**config.mk**
```make
export PLATFORM = sky130hd
export DESIGN_NAME = alu_cmd_host
export DESIGN_NICKNAME = d
export VERILOG_FILES = /design/src/rtl/alu_cmd_host.sv
export SDC_FILE = /design/constraint.sdc
export NUM_CORES = 1
export LEC_CHECK = 0
export CORE_AREA = 2 2 135 137
export DETAILED_ROUTE_END_ITERATION = 6
export DIE_AREA = 0 0 137 139
export DONT_BUFFER_PORTS = 1
export SYNTH_ARGS = -nofsm -noshare
export SYNTH_HDL_FRONTEND = slang
export SYNTH_SLANG_ARGS = --single-unit
```
**constraint.sdc**
```tcl
create_clock -name clk_i -period 3.85 [get_ports clk_i]
set_input_delay 0.5775 -clock clk_i [delete_from_list [all_inputs] [get_ports clk_i]]
set_output_delay 0.5775 -clock clk_i [all_outputs]
set_load 0.02 [all_outputs]
```
**src/rtl/alu_cmd_host.sv**
```systemverilog
// Host-side initiator for the UART ALU byte protocol: serializes one command into a
// 12-byte request, then gathers the 4-byte little-endian result or times out.
module alu_cmd_host #(
    parameter int datawidth_p = 8,
    parameter int timeout_p   = 3317800
) (
    input  logic                   clk_i,
    input  logic                   rst_i,
    input  logic                   cmd_valid_i,
    output logic                   cmd_ready_o,
    input  logic [7:0]             cmd_op_i,
    input  logic [31:0]            cmd_a_i,
    input  logic [31:0]            cmd_b_i,
    output logic [datawidth_p-1:0] tx_data_o,
    output logic                   tx_valid_o,
    input  logic                   tx_ready_i,
    input  logic [datawidth_p-1:0] rx_data_i,
    input  logic                   rx_valid_i,
    output logic                   rx_ready_o,
    output logic                   rsp_valid_o,
    input  logic                   rsp_ready_i,
    output logic [31:0]            rsp_data_o,
    output logic                   rsp_timeout_o,
    output logic                   busy_o
);

    localparam int timer_w_lp = $clog2(timeout_p + 1);
    localparam logic [timer_w_lp-1:0] timer_last_lp = timer_w_lp'(timeout_p - 1);

    typedef enum logic [1:0] {
        IDLE,
        SEND,
        WAIT_RX,
        DONE
    } state_e;

    state_e                state_q, state_d;
    logic [3:0]            idx_q, idx_d;
    logic [timer_w_lp-1:0] timer_q, timer_d;
    logic [7:0]            op_q, op_d;
    logic [31:0]           a_q, a_d;
    logic [31:0]           b_q, b_d;
    logic [31:0]           result_q, result_d;
    logic                  timeout_q, timeout_d;

    logic [7:0]            pkt_byte;
    logic [3:0]            lane_we;

    // Request packet: opcode, reserved 0x00, length 12 (LSB first), A then B little-endian.
    always_comb begin
        pkt_byte = 8'h00;
        case (idx_q)
            4'd0:    pkt_byte = op_q;
            4'd2:    pkt_byte = 8'h0C;
            4'd4:    pkt_byte = a_q[7:0];
            4'd5:    pkt_byte = a_q[15:8];
            4'd6:    pkt_byte = a_q[23:16];
            4'd7:    pkt_byte = a_q[31:24];
            4'd8:    pkt_byte = b_q[7:0];
            4'd9:    pkt_byte = b_q[15:8];
            4'd10:   pkt_byte = b_q[23:16];
            4'd11:   pkt_byte = b_q[31:24];
            default: pkt_byte = 8'h00;
        endcase
    end

    // Response byte k lands in lane k; only bytes accepted in WAIT_RX are kept.
    genvar gi;
    generate
        for (gi = 0; gi < 4; gi++) begin : g_lane
            assign lane_we[gi] = (state_q == WAIT_RX) && rx_valid_i && (idx_q[1:0] == 2'(gi));
        end
    endgenerate

    always_comb begin
        state_d   = state_q;
        idx_d     = idx_q;
        timer_d   = timer_q;
        op_d      = op_q;
        a_d       = a_q;
        b_d       = b_q;
        result_d  = result_q;
        timeout_d = timeout_q;

        case (state_q)
            IDLE: begin
                if (cmd_valid_i) begin
                    op_d      = cmd_op_i;
                    a_d       = cmd_a_i;
                    b_d       = cmd_b_i;
                    idx_d     = 4'd0;
                    result_d  = 32'h0;
                    timeout_d = 1'b0;
                    state_d   = SEND;
                end
            end
            SEND: begin
                if (tx_ready_i) begin
                    if (idx_q == 4'd11) begin
                        idx_d   = 4'd0;
                        timer_d = '0;
                        state_d = WAIT_RX;
                    end else begin
                        idx_d = idx_q + 4'd1;
                    end
                end
            end
            WAIT_RX: begin
                // An accepted byte beats an expiring timer in the same cycle.
                if (rx_valid_i) begin
                    idx_d   = idx_q + 4'd1;
                    timer_d = '0;
                    if (idx_q == 4'd3) begin
                        timeout_d = 1'b0;
                        state_d   = DONE;
                    end
                end else if (timer_q == timer_last_lp) begin
                    timeout_d = 1'b1;
                    state_d   = DONE;
                end else begin
                    timer_d = timer_q + timer_w_lp'(1);
                end
            end
            DONE: begin
                if (rsp_ready_i) begin
                    state_d = IDLE;
                end
            end
            default: state_d = IDLE;
        endcase

        for (int k = 0; k < 4; k++) begin
            if (lane_we[k]) begin
                result_d[8*k +: 8] = rx_data_i[7:0];
            end
        end
    end

    always_ff @(posedge clk_i) begin
        if (rst_i) begin
            state_q   <= IDLE;
            idx_q     <= 4'd0;
            timer_q   <= '0;
            op_q      <= 8'h00;
            a_q       <= 32'h0;
            b_q       <= 32'h0;
            result_q  <= 32'h0;
            timeout_q <= 1'b0;
        end else begin
            state_q   <= state_d;
            idx_q     <= idx_d;
            timer_q   <= timer_d;
            op_q      <= op_d;
            a_q       <= a_d;
            b_q       <= b_d;
            result_q  <= result_d;
            timeout_q <= timeout_d;
        end
    end

    assign cmd_ready_o   = (state_q == IDLE);
    assign tx_valid_o    = (state_q == SEND);
    assign tx_data_o     = (state_q == SEND) ? datawidth_p'(pkt_byte) : '0;
    assign rx_ready_o    = 1'b1;
    assign rsp_valid_o   = (state_q == DONE);
    assign rsp_data_o    = result_q;
    assign rsp_timeout_o = timeout_q;
    assign busy_o        = (state_q != IDLE);

endmodule

```
After elaboration in Yosys (flattened, before gate mapping)

Cells that the tools add are included.

Add/sub/neg operators: 2
Eq/ne operators: 25
Mux-type cells: 31
Reductions and logical operators: 29

Operator list:

| kind                    | number |
|---|---|
| $mux W22                | 4 |
| $pmux W8 S10            | 1 |
| $mux W32                | 2 |
| $pmux W22 S2            | 1 |
| $mux W8                 | 5 |
| $add A22 B1 Y22 const B | 1 |
| $eq A22 B22 Y1 const B  | 1 |
| $reduce_bool A2 Y1      | 11 |
| $eq A4 B3 Y1 const B    | 4 |
| $eq A4 B4 Y1 const B    | 4 |
| $mux W4                 | 4 |
| $mux W2                 | 7 |
| $pmux W4 S3             | 1 |
| $reduce_and A4 Y1       | 3 |
| $reduce_and A2 Y1       | 5 |
| $eq A2 B2 Y1 const B    | 4 |
| $eq A4 B2 Y1 const B    | 2 |
| $pmux W2 S4             | 1 |
| $ne A2 B1 Y1 const B    | 3 |
| $ne A3 B2 Y1 const B    | 2 |
| $reduce_and A6 Y1       | 1 |
| $logic_and A1 B1 Y1     | 5 |
| $add A4 B1 Y4 const B   | 1 |
| $eq A2 B1 Y1 const B    | 2 |
| 7 further kinds         | 12 |

Bits in registers: 133
Input port bits: 86
Output and inout bits: 46
Word-level logic and storage cells: 98

Depth between registers and ports, before layout

Gate-level depths: netlist of the first run.

Depth after elaboration: 5
Mapped depth: 9
Gate-level depth less buffers: 7

Least setup slack after synthesis of the first run

OpenSTA, ideal clock, no wires.

Kind: register -> output
Start: register idx_q[0]
End: output tx_data_o[6]
Arrival time: 1999 ps
Required time: 3273 ps
Slack: 1274 ps
Cell stages (with the launch flop): 7
Buffers on the path: 1
Path through: dfxtp_1 > inv_1 > ha_1 > clkbuf_1 > nor2_1 > a221oi_1 > a21boi_0

Longest elaborated chain between the ends: 3
Elaborated cells between the ends (all ways): 12
Those cells by class: eq/ne (9); mux (2); reduce/logical (1)

Ends and longest elaborated chain:

| what                                       | line | text |
|---|---|---|
| start, declared                            | 38   | `logic [3:0] idx_q, idx_d;` |
| start signal, assigned                     | 151  | `idx_q <= idx_d;` |
| $eq A4 B4 Y1, or another cell as far along | 52   | `case (idx_q)` |
| $pmux W8 S10 *                             | 52   |  |
| $mux W8 *                                  | 163  | `assign tx_data_o = (state_q == SEND) ? datawidth_p'(pkt_byte) : '0;` |
| end, declared                              | 14   | `output logic [datawidth_p-1:0] tx_data_o,` |

Every way passes the cells marked *; elsewhere a longest branch is shown, timed or not.

Final worst setup path of the first run

Ends and elaborated chain as after synthesis.

==> flow_metrics.tcl, run 1 <==
set metrics [dict create \
    status "complete, no violations" \
    syn_nets 885 \
    fin_nets 851 \
    met2_length_um 8290 \
    max_freq_mhz 306 \
    cp_max_fo 20 \
    worst_pin_slew_ps 931 \
    tritoncts "done" \
    grt_pass1_vias 5036 \
    die_x_um 137 \
    synth.distinct_cells 58 \
    multi_input_area_sq_um 3100 \
    grt_max_degree 138 \
    cp_slowest_cell "ha_1" \
    period_share_pct 84.9 \
    io_buffers 0 \
    start_util_pct 34.2 \
    grt_pass1_wl_um 27400 \
    ys_seq_elements 133 \
    drive_gt1_share_pct 6.39 \
    cts.htree.levels 4 \
    die_h_um 139 \
    io_pins 132 \
    worst-r2r-cell-count 7 \
    synth_ff_type "dfxtp_1" \
    dp_hpwl_um 12200 \
    drv_slew 0 \
    cp-end-kind "output pin" \
    min_period_ps 3270 \
    worstPathArrival_ps 2690 \
    track_usage_pct 18.4 \
    hp-class "in -> reg" \
    ys_seq_area_share_pct 44.1 \
    clockBufferDepth 2 \
    met1Wirelength_um 7960 \
    rows 49 \
    path_cells "inv_1, ha_1, nor2b_1, nand3_1, o31a_1, a21boi_0, buf_4" \
    fin_skew_ps 5.98 \
    cp-startpoint "idx_q[0]$_SDFFE_PP0P_" \
    n_antenna_cell 0 \
    setup_viol 0 \
    synth_warnings 0 \
    die-area_sq_um 19000 \
    slew_headroom_pct 37.6 \
    synthCells 788 \
    highest_layer "met4" \
    vias 5463 \
    regToRegStartpoint "state_q[0]$_SDFFE_PP0P_" \
    p_per_area_nw_per_um2 631 \
    hold_buffers 0 \
    synth.most_common_cell "nand2_1" \
    finalSetupTns_ps 0 \
    synthArstFlopShare_pct 0 \
    netlist_top_cells_area "dfxtp_1 44%, nand2_1 12%, a21oi_1 11%, nand3_1 4.4%, clkbuf_1 2.8%" \
    clkTransAtPathRegs_ps 60 \
    critPathKind "reg -> out" \
    syn_area_sq_um 6040 \
    crit_path_max_incr_delay_ps 660 \
    grt-ovfl-total 0 \
    synth_edf_count 0 \
    worstReg2RegEnd "timer_q[18]$_SDFFE_PP0P_" \
    postCtsSetupRepairBufs 0 \
    r2r_slack_ps 960 \
    rsz0062_at_grt "false" \
    clock_latency_ps 420 \
    dr.pass1.iters 5 \
    required_ps 3270 \
    startpoint_type "flop" \
    p_leak_nw 2.33 \
    cts_resized 0 \
    endpoint "tx_data_o[6]" \
    drc_errors 0 \
    gp_congestion 0.824 \
    wire_per_inst_um 17.6 \
    nFillCells 1853 \
    numCtsBuffers 17 \
    placed_area_sq_um 6140 \
    routed_wl_um 17600 \
    vdd_ir_drop_max_v 0.000327 \
    synth_common_cells "197 x nand2_1, 135 x a21oi_1, 133 x dfxtp_1" \
    final-seq-area_sq_um 2660 \
    hold_viol 0 \
    max_cap_violations 0 \
    area_delta_synth_final_pct 11.5 \
    antenna_found_initial 0 \
    netlist.area_leader.share_pct 44.1 \
    root_buffer "clkbuf_16" \
    post_drt_via_cell_ratio 5.48 \
    final_area_sq_um 6740 \
    wl_met3_um 985 \
    yosysTopAreaCell "dfxtp_1" \
    core_area_sq_um 17700 \
    drtIter0Drc 612 \
    synth_area_per_cell_sq_um 7.67 \
    ant_nets 0 \
    cts_sinks 133 \
]
## layer usage
metal  track usage, %  vias up
li1                 -     2700
met1             24.4     2592
met2             28.6      146
met3             5.15       25
met4             6.67        0
met5                0        -
## registers in the layout, summed over array words and instances, names as in the netlist
register / cells
a_q: 32
b_q: 32
idx_q: 4
op_q: 8
rsp_data_o: 32
rsp_timeout_o: 1
state_q: 2
timer_q: 22
## metrics by stage
step           std cells  hold WS, ps  total power, mW  util [%]  setup WS (ps)
2_1_floorplan        788          432             2.40         -           1270
3_3_place_gp         964          440             2.65      34.8           1080
3_5_place_dp         964          444             2.66      34.8            993
4_1_cts              996          219             4.27      38.2            520
5_1_grt              996          207             4.47      38.2            397
6_report             996          225             4.25      38.2            582
## how the worst min path moves through the flow
stage / from / to / cells past startpoint
global placement: b_q[27]$_SDFFE_PP0P_ / b_q[27]$_SDFFE_PP0P_ / 2
global route: rst_i / timer_q[10]$_SDFFE_PP0P_ / 1
detailed placement: a_q[19]$_SDFFE_PP0P_ / a_q[19]$_SDFFE_PP0P_ / 2
finish: rst_i / timer_q[10]$_SDFFE_PP0P_ / 1
CTS: rst_i / timer_q[21]$_SDFFE_PP0P_ / 1
floorplan: b_q[3]$_SDFFE_PP0P_ / b_q[3]$_SDFFE_PP0P_ / 2
## cell usage in the layout, fill, tap and decap left out, drive strengths merged, types with 5 or more instances in the layout
cell type	count
nand2	197
a21oi	135
dfxtp	133
nand3	53
o21ai	25
nor2	23
clkbuf	20
a22oi	17
inv	13
ha	11
and3	10
a22o	8
and2	8
clkinv	8
a31oi	7
nor2b	6
o22ai	6
a221oi	6
buf	6
nand4	6
a222oi	5
nor4	5
## cell type report
type / instances / area share, %
multi-input cells: 582 / 45.9
clock buffers: 20 / 6.93
clock inverters: 12 / 1.91
inverters: 14 / 0.780
well taps: 229 / 4.25
repair buffers: 6 / 0.669
flip-flops and latches: 133 / 39.5
## cells by family after synthesis
logic type	count (synthesis)	synth area share, %
buf+inv	73	4.83
mux	2	0.331
flops	133	44.1
simple gates	338	26.0
fa+ha+maj	11	2.28
compound gates	230	22.5
other cells	1	0.0621
## worst max-delay path, delay by kind of cell (launching register included)
family / cells / cell delay [ps]
AOI/OAI and AO/OA: 2 / 410
adders and majority gates: 1 / 660
buffers and inverters: 2 / 310
DFF: 1 / 340
and+or+nand+nor: 2 / 550
## power by group
part	total, mW	switching, mW	internal, mW	leakage, nW
Combinational	0.988	0.701	0.288	0.956
Sequential	1.65	0.119	1.53	1.08
Clock	1.61	0.609	1.00	0.288
Note: power is estimated with default switching activity, not from simulation.
==> run 2: changes to the inputs <==
- clock period: 3.85 -> 3.1 ns (I/O delays scaled with it)
==> flow_metrics.tcl, run 2 (synthesized netlist as in run 1, its figures left out) <==
set metrics [dict create \
    status "finished, violations left" \
    violations "design-rule violations" \
    die_x_um 137 \
    area_delta_synth_final_pct 13.4 \
    final_common_cell "nand2_1" \
    p_leak_nw 2.38 \
    period_share_pct 94.1 \
    worst-r2r-cell-count 7 \
    fin_nets 860 \
    finalSetupTns_ps 0 \
    placed_area_sq_um 6230 \
    die_h_um 139 \
    holdPathStages 1 \
    rows 49 \
    tritoncts "done" \
    worst_pin_slew_ps 750 \
    root_buffer "clkbuf_16" \
    io_pins 132 \
    cts.htree.levels 4 \
    n_antenna_cell 0 \
    drtIter0Drc 452 \
    drc_errors 7 \
    drive_gt1_share_pct 7.35 \
    gp_congestion 0.857 \
    startpoint_type "flop" \
    dp_slack_ps 522 \
    post_drt_via_cell_ratio 5.47 \
    die-area_sq_um 19000 \
    fin_skew_ps 8.36 \
    track_usage_pct 18.4 \
    dp_hpwl_um 12300 \
    final-seq-area_sq_um 2660 \
    rsz0062_at_grt "false" \
    postCtsSetupRepairBufs 0 \
    clkTransAtPathRegs_ps 60 \
    hold_viol 0 \
    cts_sinks 133 \
    worst_slack_ps 182 \
    core_area_sq_um 17700 \
    grt_pass1_wl_um 27400 \
    required_ps 2630 \
    regToRegStartpoint "state_q[1]$_SDFFE_PP0P_" \
    worstPathArrival_ps 2450 \
    grt_max_degree 138 \
    max_freq_mhz 343 \
    nFillCells 1864 \
    vdd_ir_drop_max_v 0.000360 \
    multi_input_area_sq_um 3100 \
    numCtsBuffers 17 \
    slew_headroom_pct 49.7 \
    ant_nets 0 \
    endpoint "tx_data_o[6]" \
    clock_latency_ps 420 \
    dr.pass1.iters 7 \
    drv_slew 0 \
    routed_wl_um 17500 \
    r2r_slack_ps 720 \
    p_per_area_nw_per_um2 789 \
    final_area_sq_um 6850 \
    min_period_ps 2920 \
    worstReg2RegEnd "idx_q[2]$_SDFFE_PP0P_" \
    wire_per_inst_um 17.4 \
    grt_pass1_vias 4980 \
    final_util_pct 38.8 \
    start_util_pct 34.2 \
    hp-class "in -> reg" \
    max_cap_violations 0 \
    grt-ovfl-total 0 \
    io_buffers 0 \
    critPathKind "reg -> out" \
    clockBufferDepth 2 \
    power_mw 5.41 \
    cp-startpoint "idx_q[1]$_SDFFE_PP0P_" \
    layout_common_cells "196 x nand2_1, 135 x a21oi_1, 133 x dfxtp_1, 53 x nand3_1, 24 x o21ai_0" \
    cp-end-kind "output pin" \
    cp_max_fo 10 \
    setup_viol 0 \
    vias 5490 \
    antenna_found_initial 0 \
]
## run 2: changes by cell type in the layout (fill, tap and decap cells not counted), sizes merged
cell,delta
clkinv,-5
clkbuf,+3
buf,+9
bufinv,+1
## run 2: final cells by class
cell class | count | share of cell area, %
sequential | 133 | 38.9
clock buffer | 23 | 7.12
multi-input combinational | 582 | 45.3
tap | 229 | 4.18
inverter | 14 | 0.767
timing repair buffer | 15 | 2.01
clock inverter | 8 | 1.79
## run 2: worst min path at each step
stage                                     endpoint                  from  slack (ps)
final                     timer_q[10]$_SDFFE_PP0P_                 rst_i         110
after global routing      timer_q[13]$_SDFFE_PP0P_                 rst_i         100
after CTS                 timer_q[10]$_SDFFE_PP0P_                 rst_i         100
after detailed placement      a_q[15]$_SDFFE_PP0P_  a_q[15]$_SDFFE_PP0P_         440
after global placement        a_q[27]$_SDFFE_PP0P_  a_q[27]$_SDFFE_PP0P_         440
after floorplan                b_q[3]$_SDFFE_PP0P_   b_q[3]$_SDFFE_PP0P_         430
## run 2: power by group
| part | total [mW] | internal (mW) | switching, mW |
|---|---|---|---|
| registers | 2.06 | 1.90 | 0.153 |
| clock network | 2.06 | 1.34 | 0.722 |
| logic | 1.29 | 0.409 | 0.877 |
| total | 5.41 | 3.65 | 1.75 |
## run 2: through the flow
step | instances | hold slack [ps]
after floorplan | 788 | 432
after global routing | 1004 | 96.7
after global placement | 973 | 441
after detailed placement | 973 | 444
final | 1004 | 108
after CTS | 1004 | 103
## run 2: per-layer routing
metal  GRT usage [%]  routed length (um)  vias up
met5               0                   0        -
met4            8.46                 471        0
met3            5.04                1100       31
met2            28.0                8310      153
met1            24.2                7620     2590
li1                -                   -     2716
## run 2: worst max-delay path, stage by stage (launching register included)
cell and delay, ps:
dfxtp_1 350, inv_1 90, ha_1 400, buf_4 260
a22o_1 160, a22oi_1 80, nor2_1 100, a21oi_1 50
a21boi_0 330, buf_4 220
## run 2: timing repair
item	4_1_cts	5_1_grt
endpoints found under the setup margin	0	8
endpoints found under the hold margin	0	0
hold buffers	0	0
resized for setup	0	2
